**src/rtl/single_p_decoder.sv**
```systemverilog
// single_p_decoder
//   Turns 2-bit priority-encoder grant codes back into one-hot strobes for the
//   four requesters. Each accepted word is driven for HOLD cycles, then GAP
//   forced idle cycles. One input buffer entry lets the next word be accepted
//   while the current one is on the outputs.
//
//   Parameters
//     HOLD  cycles each word is driven (1..255)
//     GAP   idle cycles after each word (0..255)
//
//   Ports
//     clk         clock, rising edge
//     rst_n       synchronous active-low reset
//     in_valid    input word present
//     in_ready    buffer empty, word will be accepted
//     in_code     priority code, 00 = line 3 ... 11 = line 0
//     in_zero     encoder saw no request; code ignored, outputs stay 0000
//     out_valid   a word is being driven
//     out_onehot  decoded line (0000 while out_valid is low)
//     busy        FSM not idle or buffer holding a word
//     dec_count   buffer pop counter, only when SPD_STATS_EN is defined
//
//   Optional feature macro: SPD_STATS_EN
//
//   state | meaning
//   IDLE  | nothing driven, waiting for a buffered word
//   DRIVE | out_valid high, cnt counts down the HOLD window
//   GAP   | forced idle, cnt counts down the GAP window
module single_p_decoder #(
  parameter int HOLD = 4,
  parameter int GAP  = 1
) (
  input  logic        clk,
  input  logic        rst_n,
  input  logic        in_valid,
  output logic        in_ready,
  input  logic [1:0]  in_code,
  input  logic        in_zero,
  output logic        out_valid,
  output logic [3:0]  out_onehot,
  output logic        busy
`ifdef SPD_STATS_EN
  ,
  output logic [15:0] dec_count
`endif
);

  typedef enum logic [1:0] {S_IDLE, S_DRIVE, S_GAP} state_t;

  localparam logic [7:0] HOLD_LOAD = 8'(HOLD - 1);
  localparam logic [7:0] GAP_LOAD  = (GAP > 0) ? 8'(GAP - 1) : 8'd0;

  state_t     state_q, state_d;
  logic [7:0] cnt_q, cnt_d;
  logic       out_valid_q, out_valid_d;
  logic [3:0] onehot_q, onehot_d;
  logic       buf_valid_q, buf_valid_d;
  logic [1:0] buf_code_q, buf_code_d;
  logic       buf_zero_q, buf_zero_d;
  logic       push, pop;
  logic [3:0] buf_onehot;

  assign in_ready   = !buf_valid_q;
  assign push       = in_valid && !buf_valid_q;
  assign buf_onehot = buf_zero_q ? 4'b0000 : (4'b1000 >> buf_code_q);

  always_comb begin
    state_d     = state_q;
    cnt_d       = cnt_q;
    out_valid_d = out_valid_q;
    onehot_d    = onehot_q;
    pop         = 1'b0;
    case (state_q)
      S_IDLE: begin
        if (buf_valid_q) pop = 1'b1;
      end
      S_DRIVE: begin
        if (cnt_q != 8'd0) begin
          cnt_d = cnt_q - 8'd1;
        end else if (GAP > 0) begin
          state_d     = S_GAP;
          cnt_d       = GAP_LOAD;
          out_valid_d = 1'b0;
          onehot_d    = 4'b0000;
        end else if (buf_valid_q) begin
          pop = 1'b1;
        end else begin
          state_d     = S_IDLE;
          out_valid_d = 1'b0;
          onehot_d    = 4'b0000;
        end
      end
      S_GAP: begin
        if (cnt_q != 8'd0) begin
          cnt_d = cnt_q - 8'd1;
        end else if (buf_valid_q) begin
          pop = 1'b1;
        end else begin
          state_d = S_IDLE;
        end
      end
      default: state_d = S_IDLE;
    endcase

    // Every pop starts a fresh HOLD window regardless of the state it came from.
    if (pop) begin
      state_d     = S_DRIVE;
      cnt_d       = HOLD_LOAD;
      out_valid_d = 1'b1;
      onehot_d    = buf_onehot;
    end

    // Push only happens into an empty buffer and pop only from a full one,
    // so the two never act on the same entry in one cycle.
    buf_valid_d = buf_valid_q;
    buf_code_d  = buf_code_q;
    buf_zero_d  = buf_zero_q;
    if (pop) buf_valid_d = 1'b0;
    if (push) begin
      buf_valid_d = 1'b1;
      buf_code_d  = in_code;
      buf_zero_d  = in_zero;
    end
  end

  always_ff @(posedge clk) begin
    if (!rst_n) begin
      state_q     <= S_IDLE;
      cnt_q       <= 8'd0;
      out_valid_q <= 1'b0;
      onehot_q    <= 4'b0000;
      buf_valid_q <= 1'b0;
      buf_code_q  <= 2'b00;
      buf_zero_q  <= 1'b0;
    end else begin
      state_q     <= state_d;
      cnt_q       <= cnt_d;
      out_valid_q <= out_valid_d;
      onehot_q    <= onehot_d;
      buf_valid_q <= buf_valid_d;
      buf_code_q  <= buf_code_d;
      buf_zero_q  <= buf_zero_d;
    end
  end

  assign out_valid  = out_valid_q;
  assign out_onehot = onehot_q;
  assign busy       = (state_q != S_IDLE) || buf_valid_q;

`ifdef SPD_STATS_EN
  logic [15:0] dec_count_q;

  always_ff @(posedge clk) begin
    if (!rst_n) begin
      dec_count_q <= 16'd0;
    end else if (pop) begin
      dec_count_q <= dec_count_q + 16'd1;
    end
  end

  assign dec_count = dec_count_q;
`endif

endmodule

```
**config.mk**
```make
export PLATFORM = sky130hd
export DESIGN_NAME = single_p_decoder
export DESIGN_NICKNAME = d
export VERILOG_FILES = /design/src/rtl/single_p_decoder.sv
export SDC_FILE = /design/constraint.sdc
export NUM_CORES = 1
export LEC_CHECK = 0
export ABC_AREA = 1
export CORE_MARGIN = 2
export CORE_UTILIZATION = 37
export CTS_CLUSTER_DIAMETER = 100
export DETAILED_ROUTE_END_ITERATION = 16
export GPL_TIMING_DRIVEN = 0
export PLACE_DENSITY = 0.66
export SYNTH_ARGS = -nofsm -noshare
export SYNTH_HDL_FRONTEND = slang
export SYNTH_SLANG_ARGS = --single-unit
```
**constraint.sdc**
```tcl
create_clock -name clk -period 1.3 [get_ports clk]
set_input_delay 0.26 -clock clk [delete_from_list [all_inputs] [get_ports clk]]
set_output_delay 0.26 -clock clk [all_outputs]
set_load 0.02 [all_outputs]
```
==> results of run 1 <==
-- layout by cell type, fill, tap and decap left out, types with 3 or more instances in the layout --
cell type and instances:
dfxtp_1 14, clkdlybuf4s50_1 5, o21ai_0 3, nor2_2 6
buf_6 3, nor2_1 13, inv_2 4, dlygate4sd2_1 4
buf_4 5, buf_2 4, nor2_4 5, a21oi_1 9
nand2_1 32, dfxtp_2 4, nand4_1 8, nand2_2 4
inv_1 20, clkbuf_4 3, nand3_1 6
-- power groups by stage --
stage          sequential [W]  combinational, W  clock [W]
3_3_place_gp         0.000717          0.000720          0
4_1_cts              0.000708          0.000804   0.000316
5_1_grt              0.000727           0.00106   0.000346
2_1_floorplan        0.000722          0.000566          0
6_report             0.000717          0.000949   0.000316
3_5_place_dp         0.000721          0.000740          0
-- stage by stage --
step / instance area [µm²] / utilization / total power, W / hold WS, ps
after floorplan: 1013 / - / 0.001288 / 394.9
after global placement: 1171 / 0.4643 / 0.001437 / 456.8
after detailed placement: 1171 / 0.4643 / 0.001461 / 461.3
after CTS: 1249 / 0.4950 / 0.001828 / 478.3
after global routing: 1334 / 0.5288 / 0.002135 / 502.1
final: 1334 / 0.5288 / 0.001982 / 476.8
-- layout make-up --
cell class / count / area [µm²] / area share
Multi-Input combinational cell: 100 / 598.1 / 0.4484
Sequential cell: 19 / 389.1 / 0.2917
Timing Repair Buffer: 20 / 170.2 / 0.1276
Inverter: 25 / 96.34 / 0.07223
Tap cell: 30 / 37.54 / 0.02814
Clock buffer: 4 / 26.28 / 0.01970
Buffer: 2 / 16.27 / 0.01220
-- metal layers --
layer,share of wire,vias up
li1,-,506
met1,0.44,461
met2,0.51,28
met3,0.033,5
met4,0.014,0
met5,0,-
-- synth_stat cells, drive strengths merged --
cell | count | area, µm²
ha | 2 | 25.02
buf | 2 | 16.26
nand2 | 39 | 166.4
dfxtp | 19 | 380.4
nor2 | 24 | 112.6
inv | 25 | 93.84
xnor2 | 1 | 8.760
o21ai | 8 | 55.06
nand4 | 8 | 50.05
nand3 | 7 | 40.04
a21oi | 11 | 55.05
-- worst max-delay path: stages, from the launching register on --
cell	delay (ps)
dfxtp_2	360
inv_2	50
ha_4	160
nand2_4	100
nor2_4	60
o21ai_4	150
buf_6	150
nand2_2	60
nor2_1	100
nor2_1	40
-- worst paths after layout --
kind | from | endpoint | slack [ps] | cells past startpoint
setup / recovery | cnt_q[1] | cnt_q[0] | -30 | 9
hold reg to reg | out_valid | out_valid | 480 | 2
setup reg to reg | cnt_q[1] | cnt_q[0] | -30 | 9
hold / removal | out_valid | out_valid | 480 | 2
-- state kept, by name, summed over array words and instances, names as in the netlist --
signal and count:
buf_code_q 2, out_onehot 4, buf_zero_q 1, cnt_q 8, out_valid 1, state_q 2
buf_valid_q 1
-- cell families after synthesis --
logic type	Yosys count	synth area share
flops	19	0.3790
xor+xnor	1	0.008730
compound gates	19	0.1097
buf+inv	27	0.1097
fa+ha+maj	2	0.02493
simple gates	78	0.3678
-- repair_timing --
action	in CTS	in global routing
cloned	0	1
buffers inserted	5	2
pin swaps	4	3
resized for setup	20	27
endpoints found under the setup margin	22	17
==> metrics.md, run 1 <==
| Metric | Value |
|---|---|
| Status | `finished, violations left` |
| Failing checks | `negative setup slack` |
| Layout Cells excl Fill | `200` |
| Number of fill cells | `252` |
| CTS root buf | `clkbuf_4` |
| Syn_area_per_cell | `6.873 µm²` |
| Layout cells sized above 1 | `0.3000` |
| Reg power frac | `0.362` |
| Comb pwr share | `0.479` |
| PwrDens | `1486 nW/µm²` |
| Inst Count DP | `188` |
| First-pass GRT wire length | `3.663 mm` |
| WL/cell | `11.45 µm` |
| Crit. End Element | `flop` |
| DRT Pass-1 Iters | `5` |
| Clock buffer depth | `2` |
| Detailed-route DRC error count | `0` |
| Final setup margin | `-29.00 ps` |
| Met1 Use GR | `0.1669` |
| Mapped Nets | `154` |
| Final count of negative-setup-slack endpoints | `5` |
| Synth Warn # | `0` |
| Post-route clock period utilization | `1.022` |
| Worst Hold Class | `reg -> reg` |
| WL final | `2.290 mm` |
| Starting Density | `0.3978` |
| Synthesis-stage register bit count | `19` |
| Endpoints failing hold | `0` |
| Final #Nets | `179` |
| Crit-path max FO | `7` |
| Sw Share | `0.4229` |
| Row count | `18` |
| Vias per inst | `5.000` |
| Max-cap violations | `0` |
| Worst EP required | `1510 ps` |
| Core ar. | `2522 µm²` |
| Clk pwr share | `0.159` |
| Initial antenna violation count | `0` |
| Min Tclk post-route | `1329 ps` |
| Vias | `1,000` |
| Leak Pwr | `0.6241 nW` |
| Worst Setup Start Kind | `flop` |
| IO buf count | `12` |
| Routability Congestion | `0.7092` |
| Mapped Area | `1003 µm²` |
| Diode count | `0` |
| Hpwl dp | `1.481 mm` |
| CTS tree | `done` |
| Tot GR Track Use | `0.1451` |
| Worst slew pin tran | `278.4 ps` |
| Layout area overhead | `32.92%` |
| P_int | `0.001144 W` |
| Vias in the first global route | `933` |
| Final Max Tran Viols | `0` |
| GR Overflow Total | `0` |
| Hold_buf cts | `0` |
| Total negative slack | `-69.13 ps` |
| Die Ht | `56.08 µm` |
| Max frequency | `0.7524 GHz` |
| Met3 GRT Util | `0.02791` |
| Maximum vdd drop | `800.9 µV` |
| Die ar. | `3144 µm²` |
| Setup CP Type | `reg -> reg` |
| Worst-path clk slew | `120 ps` |
| Largest net degree at the start of global routing | `11` |
| # clock sinks | `19` |
| Post-Synthesis Cells | `146` |
| I/O Pins | `13` |
| Detail Route Antenna Nets | `0` |
| Worst Path Arrival | `1540 ps` |
| Clk_lat worst skew | `300 ps` |
| Clock Skew | `5.618 ps` |
| CTS buffer count | `3` |
| Sequential share of the synthesized area | `0.3791` |
| Top Usage Layer GRT | `met2` |
| Slew headroom | `0.8138` |
| Psw | `0.0008383 W` |
| Die Wd | `56.08 µm` |
| DP Worst Slack | `-130.2 ps` |
| CTS H-tree lvls | `1` |
| RSZ-0062 raised after global routing | `true` |
| Cell variety after synth | `18` |
| 1st-iter DRT viols | `19` |
| GR Layer Usage met2 | `0.2639` |
No activity file was read; power rests on OpenSTA's default activity.
==> inputs of run 2 (changes only) <==
--- a/config.mk
+++ b/config.mk
@@ -11,7 +11,7 @@
 export CTS_CLUSTER_DIAMETER = 100
 export DETAILED_ROUTE_END_ITERATION = 16
 export GPL_TIMING_DRIVEN = 0
-export PLACE_DENSITY = 0.66
+export PLACE_DENSITY = 0.54
 export SYNTH_ARGS = -nofsm -noshare
 export SYNTH_HDL_FRONTEND = slang
 export SYNTH_SLANG_ARGS = --single-unit
==> constraint.sdc (replaced) <==
create_clock -name clk -period 1.45 [get_ports clk]
set_input_delay 0.29 -clock clk [delete_from_list [all_inputs] [get_ports clk]]
set_output_delay 0.29 -clock clk [all_outputs]
set_load 0.02 [all_outputs]
==> metrics.md, run 2 (synthesized netlist as in run 1, its figures left out) <==
| Metric | Value |
|---|---|
| Hold_buf cts | `0 (unchanged)` |
| Final Max Tran Viols | `0 (unchanged)` |
| Diode count | `0 (unchanged)` |
| Layout cells sized above 1 | `0.2012 (was 0.3000)` |
| IO buf count | `12 (unchanged)` |
| Die ar. | `3144 µm² (unchanged)` |
| Worst Path Arrival | `1570 ps (was 1540 ps)` |
| Hpwl dp | `1.529 mm (was 1.481 mm)` |
| Hold Slack | `475.8 ps (was 476.8 ps)` |
| Endpoints failing hold | `0 (unchanged)` |
| I/O Pins | `13 (unchanged)` |
| Die Wd | `56.08 µm (unchanged)` |
| Vias per inst | `4.739 (was 5.000)` |
| Final count of negative-setup-slack endpoints | `0 (was 5)` |
| Post-DP Area | `1161 µm² (was 1171 µm²)` |
| Core ar. | `2522 µm² (unchanged)` |
| Most common cell after layout, fill and taps aside | `nand2_1 (unchanged)` |
| Final core occ | `0.5079 (was 0.5288)` |
| CTS root buf | `clkbuf_4 (unchanged)` |
| Most frequent cells in the layout | `nand2_1 (34), inv_1 (22), nor2_1 (17), dfxtp_1 (17), a21oi_1 (11) (was nand2_1 (32), inv_1 (20), dfxtp_1 (14), nor2_1 (13), a21oi_1 (9))` |
| Max-cap violations | `0 (unchanged)` |
| Routability Congestion | `0.7161 (was 0.7092)` |
| Worst Setup Start Kind | `flop (unchanged)` |
| Worst Hold Class | `reg -> reg (unchanged)` |
| CTS tree | `done (unchanged)` |
| DRT Pass-1 Iters | `4 (was 5)` |
| Tot GR Track Use | `0.1452 (was 0.1451)` |
| # clock sinks | `19 (unchanged)` |
| Layout Cells excl Fill | `199 (was 200)` |
| Setup CP Type | `reg -> reg (unchanged)` |
| Leak Pwr | `0.6197 nW (was 0.6241 nW)` |
| Slew headroom | `0.8097 (was 0.8138)` |
| CTS H-tree lvls | `1 (unchanged)` |
| Clock Skew | `10.56 ps (was 5.618 ps)` |
| Status | `complete, no violations (was finished, violations left)` |
| Detail Route Antenna Nets | `0 (unchanged)` |
| Pwr Total | `0.001705 W (was 0.001982 W)` |
| WL/cell | `10.75 µm (was 11.45 µm)` |
| Starting Density | `0.3978 (unchanged)` |
| Post-route clock period utilization | `0.9456 (was 1.022)` |
| Vias | `943 (was 1,000)` |
| Largest reg by FF count | `cnt_q (unchanged)` |
| Maximum vdd drop | `805.2 µV (was 800.9 µV)` |
| Crit. End Element | `flop (unchanged)` |
| Clock buffer depth | `2 (unchanged)` |
| Worst slew pin tran | `284.7 ps (was 278.4 ps)` |
| WL final | `2.140 mm (was 2.290 mm)` |
| Vias in the first global route | `892 (was 933)` |
| Crit-path max FO | `5 (was 7)` |
| Worst EP required | `1650 ps (was 1510 ps)` |
| Die Ht | `56.08 µm (unchanged)` |
| Final #Nets | `178 (was 179)` |
| Max frequency | `0.7293 GHz (was 0.7524 GHz)` |
| Row count | `18 (unchanged)` |
| First-pass GRT wire length | `3.732 mm (was 3.663 mm)` |
| PwrDens | `1331 nW/µm² (was 1486 nW/µm²)` |
| Largest net degree at the start of global routing | `11 (unchanged)` |
| Max reg flops | `8 (unchanged)` |
| Min Tclk post-route | `1371 ps (was 1329 ps)` |
| 1st-iter DRT viols | `19 (unchanged)` |
| Worst-path clk slew | `120 ps (about the same)` |
| Clk_lat worst skew | `300 ps (about the same)` |
| Layout area overhead | `27.68% (was 32.92%)` |
| Inst Count DP | `188 (unchanged)` |
| Detailed-route DRC error count | `0 (unchanged)` |
| Design area | `1281 µm² (was 1334 µm²)` |
| CTS buffer count | `3 (unchanged)` |
| GR Overflow Total | `0 (unchanged)` |
| Initial antenna violation count | `0 (unchanged)` |
[run 2: what timing repair did]
action / in CTS / in global routing
endpoints found under the setup margin: 21 / 17
buffers inserted: 5 / 2
gates resized for setup: 11 / 18
pin swaps: 3 / 3
hold endpoints to repair: 0 / 0
[run 2: critical path: stages (launching register included)]
cell and delay, ps:
dfxtp_2 350, inv_2 80, ha_4 140, nand2_4 70, nor2_4 170, o21ai_4 80
buf_6 140, buf_6 110, nand4_1 60, nand2_1 60
[run 2: final timing paths]
path | start | cells past startpoint | to | slack (ps)
worst max-delay path | cnt_q[1] | 9 | out_onehot[2] | 80
worst min-delay path | out_valid | 2 | out_valid | 480
worst max register to register | cnt_q[1] | 9 | out_onehot[2] | 80
worst min register to register | out_valid | 2 | out_valid | 480
[run 2: layout make-up]
class / count / area [µm²]
fill: 282 / 1241
buffer: 2 / 16.27
sequential: 19 / 382.9
multi-input combinational: 100 / 550.5
inverter: 25 / 96.34
tap: 30 / 37.54
clock buffer: 4 / 26.28
timing repair buffer: 19 / 171.4
[run 2: per-stage QoR]
step / setup slack (ps) / TNS [ps]
CTS: 4.233 / 0
global route: -10.44 / -10.44
floorplan: 101.4 / 0
global placement: -75.09 / -426.5
detailed placement: -73.39 / -394.0
finish: 78.85 / 0
[run 2: power breakdown]
part	switching, W	leakage, nW	internal (W)
logic	0.000465	0.449	0.000325
registers	0.0000560	0.156	0.000584
clock network	0.000168	0.0150	0.000107
total	0.000689	0.620	0.00102
[run 2: routing by layer]
layer  share of wire  vias to the layer above  GRT usage
met1            0.46                      429     0.1816
li1                -                      501          -
met3           0.029                        2    0.04186
met2            0.50                       11     0.2521
met5               0                        -          0
met4          0.0070                        0    0.02041
==> inputs of run 3 (changes only) <==
--- a/config.mk
+++ b/config.mk
@@ -6,6 +6,7 @@
 export NUM_CORES = 1
 export LEC_CHECK = 0
 export ABC_AREA = 1
+export ABC_CLOCK_PERIOD_IN_PS = 1450
 export CORE_MARGIN = 2
 export CORE_UTILIZATION = 37
 export CTS_CLUSTER_DIAMETER = 100
==> results of run 3 <==
The final DEF is identical to that of run 2; final timing and power are the same.
